## config.mk

```make
export PLATFORM = sky130hd
export DESIGN_NAME = regfile_wb_arbiter_flat
export DESIGN_NICKNAME = d
export VERILOG_FILES = /design/src/rtl/regfile_wb_arbiter_pkg.sv /design/src/rtl/regfile_wb_arbiter_if.sv /design/src/rtl/regfile_wb_arbiter_picker.sv /design/src/rtl/regfile_wb_arbiter.sv /design/src/flat_wrapper.sv
export SDC_FILE = /design/constraint.sdc
export NUM_CORES = 1
export LEC_CHECK = 0
export ABC_AREA = 1
export CAP_MARGIN = 10
export CORE_UTILIZATION = 36
export CTS_CLUSTER_SIZE = 25
export DETAILED_ROUTE_END_ITERATION = 12
export HOLD_SLACK_MARGIN = 0.05
export PLACE_DENSITY = 0.82
export SYNTH_ARGS = -nofsm -noshare
export SYNTH_HDL_FRONTEND = slang
export SYNTH_HIERARCHICAL = 1
export SYNTH_SLANG_ARGS = --single-unit
```

## constraint.sdc

```tcl
create_clock -name clock -period 2.28 [get_ports clock]
set_input_delay 0.342 -clock clock [delete_from_list [all_inputs] [get_ports clock]]
set_output_delay 0.342 -clock clock [all_outputs]
set_load 0.01 [all_outputs]
```

## src/rtl/regfile_wb_arbiter_pkg.sv

```systemverilog
// Shared types and constants for the register-file writeback arbiter.
// Optional feature macro: WB_RR_EN (round-robin arbitration).
package regfile_pkg;

  localparam int REG_AW          = 5;
  localparam int REG_DW          = 32;
  localparam int WB_NREQ_DEFAULT = 3;

  localparam logic [REG_AW-1:0] REG_ZERO = '0;

  typedef struct packed {
    logic              valid;
    logic [REG_AW-1:0] wreg;
    logic [REG_DW-1:0] data;
  } wb_req_t;

endpackage

```

## src/rtl/regfile_wb_arbiter_if.sv

```systemverilog
// Writeback request bus, register-file write port and bypass signals.
// master = requesters/datapath side, slave = arbiter side.
interface regfile_wb_arbiter_if #(
  parameter int NREQ = 3,
  parameter int AW   = 5,
  parameter int DW   = 32
) ();

  logic [NREQ-1:0]    req_valid;
  logic [NREQ*AW-1:0] req_reg;
  logic [NREQ*DW-1:0] req_data;
  logic [NREQ-1:0]    req_ready;

  logic               RegWrite;
  logic [AW-1:0]      WriteReg;
  logic [DW-1:0]      WriteData;

  logic [AW-1:0]      Read1;
  logic [AW-1:0]      Read2;
  logic               fwd1_hit;
  logic               fwd2_hit;

  modport master (
    output req_valid, req_reg, req_data,
    output Read1, Read2,
    input  req_ready,
    input  RegWrite, WriteReg, WriteData,
    input  fwd1_hit, fwd2_hit
  );

  modport slave (
    input  req_valid, req_reg, req_data,
    input  Read1, Read2,
    output req_ready,
    output RegWrite, WriteReg, WriteData,
    output fwd1_hit, fwd2_hit
  );

endinterface

```

## src/rtl/regfile_wb_arbiter_picker.sv

```systemverilog
// Rotated priority encoder: first set request at or after start wins.
// start = 0 gives plain lowest-index-first priority.
module wb_rr_picker #(
  parameter int NREQ = 3,
  parameter int PW   = 2
) (
  input  logic [NREQ-1:0] req_i,
  input  logic [PW-1:0]   start_i,
  output logic [NREQ-1:0] gnt_o
);

  logic found;
  int   idx;

  // scan NREQ positions beginning at start_i, wrapping
  always_comb begin
    gnt_o = '0;
    found = 1'b0;
    idx   = 0;
    for (int k = 0; k < NREQ; k++) begin
      idx = (int'(start_i) + k) % NREQ;
      if (!found && req_i[idx]) begin
        gnt_o[idx] = 1'b1;
        found      = 1'b1;
      end
    end
  end

endmodule

```

## src/rtl/regfile_wb_arbiter.sv

```systemverilog
// Shares the register-file write port among NREQ writeback sources.
// Define WB_RR_EN for round-robin; otherwise lowest index wins.
module regfile_wb_arbiter
  import regfile_pkg::*;
#(
  parameter int NREQ = WB_NREQ_DEFAULT,
  parameter int AW   = REG_AW,
  parameter int DW   = REG_DW
) (
  input logic               clock,
  input logic               reset,
  regfile_wb_arbiter_if.slave wb
);

  localparam int PW = (NREQ > 1) ? $clog2(NREQ) : 1;

  wb_req_t         req_s [NREQ];
  logic [NREQ-1:0] vld;
  logic [NREQ-1:0] gnt;
  logic [PW-1:0]   gidx;
  logic            accept;
  logic [PW-1:0]   start;

  logic            regwrite_q, regwrite_d;
  logic [AW-1:0]   writereg_q, writereg_d;
  logic [DW-1:0]   writedata_q, writedata_d;

  // unpack the flat request buses; no grant is offered in reset
  always_comb begin
    for (int i = 0; i < NREQ; i++) begin
      req_s[i].valid = wb.req_valid[i];
      req_s[i].wreg  = REG_AW'(wb.req_reg[i*AW +: AW]);
      req_s[i].data  = REG_DW'(wb.req_data[i*DW +: DW]);
      vld[i]         = req_s[i].valid & ~reset;
    end
  end

`ifdef WB_RR_EN
  logic [PW-1:0] rr_ptr_q, rr_ptr_d;

  assign start = rr_ptr_q;

  // pointer moves just past the winner; holds when idle
  always_comb begin
    rr_ptr_d = rr_ptr_q;
    if (NREQ == 1) begin
      rr_ptr_d = '0;
    end else if (accept) begin
      if (gidx == PW'(NREQ-1)) rr_ptr_d = '0;
      else                     rr_ptr_d = gidx + 1'b1;
    end
  end

  // round-robin pointer register
  always_ff @(posedge clock) begin
    if (reset) rr_ptr_q <= '0;
    else       rr_ptr_q <= rr_ptr_d;
  end
`else
  assign start = '0;
`endif

  wb_rr_picker #(
    .NREQ (NREQ),
    .PW   (PW)
  ) u_pick (
    .req_i   (vld),
    .start_i (start),
    .gnt_o   (gnt)
  );

  assign wb.req_ready = gnt;
  assign accept       = |gnt;

  // one-hot grant to index
  always_comb begin
    gidx = '0;
    for (int i = 0; i < NREQ; i++) begin
      if (gnt[i]) gidx = PW'(i);
    end
  end

  // winner drives the write port; r0 writes are swallowed
  always_comb begin
    regwrite_d  = 1'b0;
    writereg_d  = writereg_q;
    writedata_d = writedata_q;
    if (accept) begin
      writereg_d  = AW'(req_s[gidx].wreg);
      writedata_d = DW'(req_s[gidx].data);
      regwrite_d  = (req_s[gidx].wreg != REG_ZERO);
    end
  end

  // registered write port
  always_ff @(posedge clock) begin
    if (reset) begin
      regwrite_q  <= 1'b0;
      writereg_q  <= '0;
      writedata_q <= '0;
    end else begin
      regwrite_q  <= regwrite_d;
      writereg_q  <= writereg_d;
      writedata_q <= writedata_d;
    end
  end

  assign wb.RegWrite  = regwrite_q;
  assign wb.WriteReg  = writereg_q;
  assign wb.WriteData = writedata_q;

  assign wb.fwd1_hit = regwrite_q & (writereg_q == wb.Read1)
                     & (wb.Read1 != '0);
  assign wb.fwd2_hit = regwrite_q & (writereg_q == wb.Read2)
                     & (wb.Read2 != '0);

endmodule

```

## src/flat_wrapper.sv

```systemverilog
// flat-port wrapper written by rule: the top's interface ports become plain ports
module regfile_wb_arbiter_flat import regfile_pkg::*;
#(
  parameter int NREQ = WB_NREQ_DEFAULT,
  parameter int AW   = REG_AW,
  parameter int DW   = REG_DW
)
  (clock, reset, wb_req_valid, wb_req_reg, wb_req_data, wb_Read1, wb_Read2, wb_req_ready, wb_RegWrite, wb_WriteReg, wb_WriteData, wb_fwd1_hit, wb_fwd2_hit);
  regfile_wb_arbiter_if #(.NREQ(NREQ), .AW(AW), .DW(DW)) wb_i ();
  input logic clock;
  input logic reset;
  input wire logic [$bits(wb_i.req_valid)-1:0] wb_req_valid;
  input wire logic [$bits(wb_i.req_reg)-1:0] wb_req_reg;
  input wire logic [$bits(wb_i.req_data)-1:0] wb_req_data;
  input wire logic [$bits(wb_i.Read1)-1:0] wb_Read1;
  input wire logic [$bits(wb_i.Read2)-1:0] wb_Read2;
  output wire logic [$bits(wb_i.req_ready)-1:0] wb_req_ready;
  output wire logic [$bits(wb_i.RegWrite)-1:0] wb_RegWrite;
  output wire logic [$bits(wb_i.WriteReg)-1:0] wb_WriteReg;
  output wire logic [$bits(wb_i.WriteData)-1:0] wb_WriteData;
  output wire logic [$bits(wb_i.fwd1_hit)-1:0] wb_fwd1_hit;
  output wire logic [$bits(wb_i.fwd2_hit)-1:0] wb_fwd2_hit;
  assign wb_i.req_valid = wb_req_valid;
  assign wb_i.req_reg = wb_req_reg;
  assign wb_i.req_data = wb_req_data;
  assign wb_i.Read1 = wb_Read1;
  assign wb_i.Read2 = wb_Read2;
  assign wb_req_ready = wb_i.req_ready;
  assign wb_RegWrite = wb_i.RegWrite;
  assign wb_WriteReg = wb_i.WriteReg;
  assign wb_WriteData = wb_i.WriteData;
  assign wb_fwd1_hit = wb_i.fwd1_hit;
  assign wb_fwd2_hit = wb_i.fwd2_hit;
  regfile_wb_arbiter #(.NREQ(NREQ), .AW(AW), .DW(DW)) u_core (.clock(clock), .reset(reset), .wb(wb_i));
endmodule
```

==> metrics.cfg <==
[detailed_routing]
firstDrtPassIters=9
totalWireLength_um=9270
wl_per_cell_um=14.1
via_per_inst=4.95
drt_iter0_markers=183
drc_errors=28
ant_nets=0
vias=3256

[die]
start_util_pct=37.6
floorplan.core_area_mm2=0.00642
die_w_um=83.9
die-area_mm2=0.00704
ios=169
die_h_um=83.9
num_rows=29

[worst_setup_path]
crit_path_top_delay_cell=clkdlybuf4s50_1
crit_family=buffers and inverters
critPathLaunch=wb_req_valid[0]
crit_path_cell_trace=clkdlybuf4s50_1, inv_1, nor2_4, nand2_2, nand2_2, a21oi_4, buf_4, inv_2, nand2_1, nand3_1, buf_4, nor3_4, buf_6, nand2_1, o22ai_1
rrSetupSlack_ns=1.53
path_class=in -> reg
critPathRequiredTime_ns=2.49
regToRegStartpoint=u_core/wb.WriteReg[1]
cp.arrival_ns=2.39
end_kind=flop
max_stage_delay_ns=0.39
critPathBufInv=6
cp_max_fo=10
startpoint_type=input pin

[hold_path]
hp-start=u_core/wb.WriteData[27]
worstHoldPathType=reg -> reg

[power_and_ir_drop]
vdd_ir_drop_max_mv=0.309
cellLeakagePower_nw=2.02
power_density_mw_per_mm2=618
finalPower_w=0.00280

[placed_design]
port_buffers=168
dp_hpwl_um=7100
globalplace.congestion=0.844
place_area_mm2=0.00433

[grt]
grt_pass1_vias=3148
antenna_found_initial=0
grt_pass1_wl_um=14700
overflow=0
grt_max_degree=21
grtUsageTotal_pct=25.8

[cts]
h-tree-depth=2
clkSinkCount=38
worstSkewPairLatency_ns=0.28
clkTransAtPathRegs_ns=0.08
cts_tree=done
cts-root-buf=clkbuf_8
cts_buffers=5
clockBufferDepth=2

[synth]
syn_inst=395
synth.distinct_cells=24
async_flop_share_pct=0
netlist_area_mm2=0.00241
yosys_warnings=6
ys_seq_elements=38
synth_edf_count=0
synth-main-ff-cell=dfxtp_1
post_synth.cell_area_avg_um2=6.11
seq_area_frac_synth_pct=31.5

[sta]
fin_crit_ns=2.18
finalHoldViolations=0
final-max-slew-violation-count=0
final.period_utilization_pct=95.7
max_clock_freq_mhz=458
finalSetupViolCount=0
rsz0062_at_grt=true
clock_skew_ns=0

[status]
violations=design-rule violations
run_status=complete, but fails checks

[final_layout]
final_nets=710
area_growth_pct=87.8
finish.instance_area_mm2=0.00454
drive_gt1_share_pct=9.98
diodes=0

[job]
max_cap_viol_count=0

## power breakdown
group / internal [W] / total, W / switching [W]
Clock: 0.000438 / 0.000684 / 0.000245
Combinational: 0.000677 / 0.00126 / 0.000586
Sequential: 0.000786 / 0.000857 / 0.0000715
## logic make-up after synthesis
family / Yosys count / share of synthesized area, %
simple gates: 206 / 36.2
compound gates: 94 / 20.3
buf+inv: 48 / 8.39
flops: 38 / 31.5
xor+xnor: 4 / 1.45
fa+ha+maj: 4 / 2.07
other cells: 1 / 0.155
## synthesized netlist by cell type (2+ instances only)
master    instances  area [um^2]
a21oi_1          38          190
buf_2            12         60.1
buf_4             2         15.0
clkbuf_1          8         30.0
dfxtp_1          38          761
ha_1              4         50.1
inv_1            20         75.1
inv_2             5         18.8
nand2_1         139          522
nand2_2           3         18.8
nand3_1          42          210
nand3b_1          2         15.0
nand4_1           4         25.0
nor2_1           11         41.3
o21ai_0          38          190
o21ai_1          11         55.1
o22ai_1           6         37.5
or2_2             4         25.0
xor2_1            3         26.3
## cell usage in the layout, fill, tap and decap left out, types with 2 or more instances in the layout
cell,n
dlygate4sd2_1,3
o22ai_1,5
buf_4,22
o21ai_0,34
a21oi_1,38
dfxtp_1,36
buf_12,4
nand3_1,41
nand2_2,4
clkdlybuf4s50_1,164
nand4_1,4
nor2_1,9
bufinv_16,2
nand2_1,138
conb_1,6
nand3b_1,2
inv_2,5
xor2_1,3
ha_1,4
buf_6,2
o21ai_1,15
or2_2,4
inv_1,19
dfxtp_2,2
clkbuf_8,5
## flip-flops by register name, indices dropped and copies added, names as in the netlist
name                 cells
u_core/wb.RegWrite       1
u_core/wb.WriteReg       5
u_core/wb.WriteData     32
## through the flow
| step | setup TNS (ns) | setup slack, ns | hold slack (ns) | cells | utilization (%) |
|---|---|---|---|---|---|
| 2_1_floorplan | 0 | 0.276 | 0.498 | 400 | - |
| 3_3_place_gp | -3.98 | -0.194 | 0.463 | 646 | 67.5 |
| 3_5_place_dp | -8.45 | -0.287 | 0.471 | 646 | 67.5 |
| 4_1_cts | 0 | 0.00942 | 0.489 | 655 | 69.8 |
| 5_1_grt | -0.00492 | -0.00492 | 0.511 | 658 | 70.6 |
| 6_report | 0 | 0.0972 | 0.485 | 658 | 70.6 |
## repair_timing
item / in CTS / in global routing
gates cloned: 0 / 0
hold buffers: 0 / 0
setup buffers: 1 / 3
gates resized for setup: 5 / 15
endpoints found under the setup margin: 4 / 41
pin swaps: 2 / 1
## final timing paths
kind | end | cells after the start
worst max-delay path | u_core/wb.WriteReg[1] | 15
worst min-delay path | u_core/wb.WriteData[27] | 2
worst max register to register | u_core/wb.WriteReg[1] | 2
worst min register to register | u_core/wb.WriteData[27] | 2
## routing by layer
layer / global-route usage (%) / vias to the layer above / share of wire [%]
met5: 0 / - / 0
met4: 9.40 / 0 / 2.1
met3: 6.13 / 16 / 7.2
met2: 46.9 / 141 / 50
met1: 29.3 / 1433 / 41
li1: - / 1666 / -
## cell type report
class,count,area [um^2]
fill,547,1890
multi-input combinational,314,1490
clock buffer,5,68.8
tap,77,96.3
timing repair buffer,196,1950
clock inverter,3,68.8
inverter,25,96.3
sequential,38,763
## worst register-to-register path: stages (launching register included)
cell	delay, ns
dfxtp_1	0.41
inv_1	0.08
o22ai_1	0.18
Note: power is estimated with default switching activity, not from simulation.
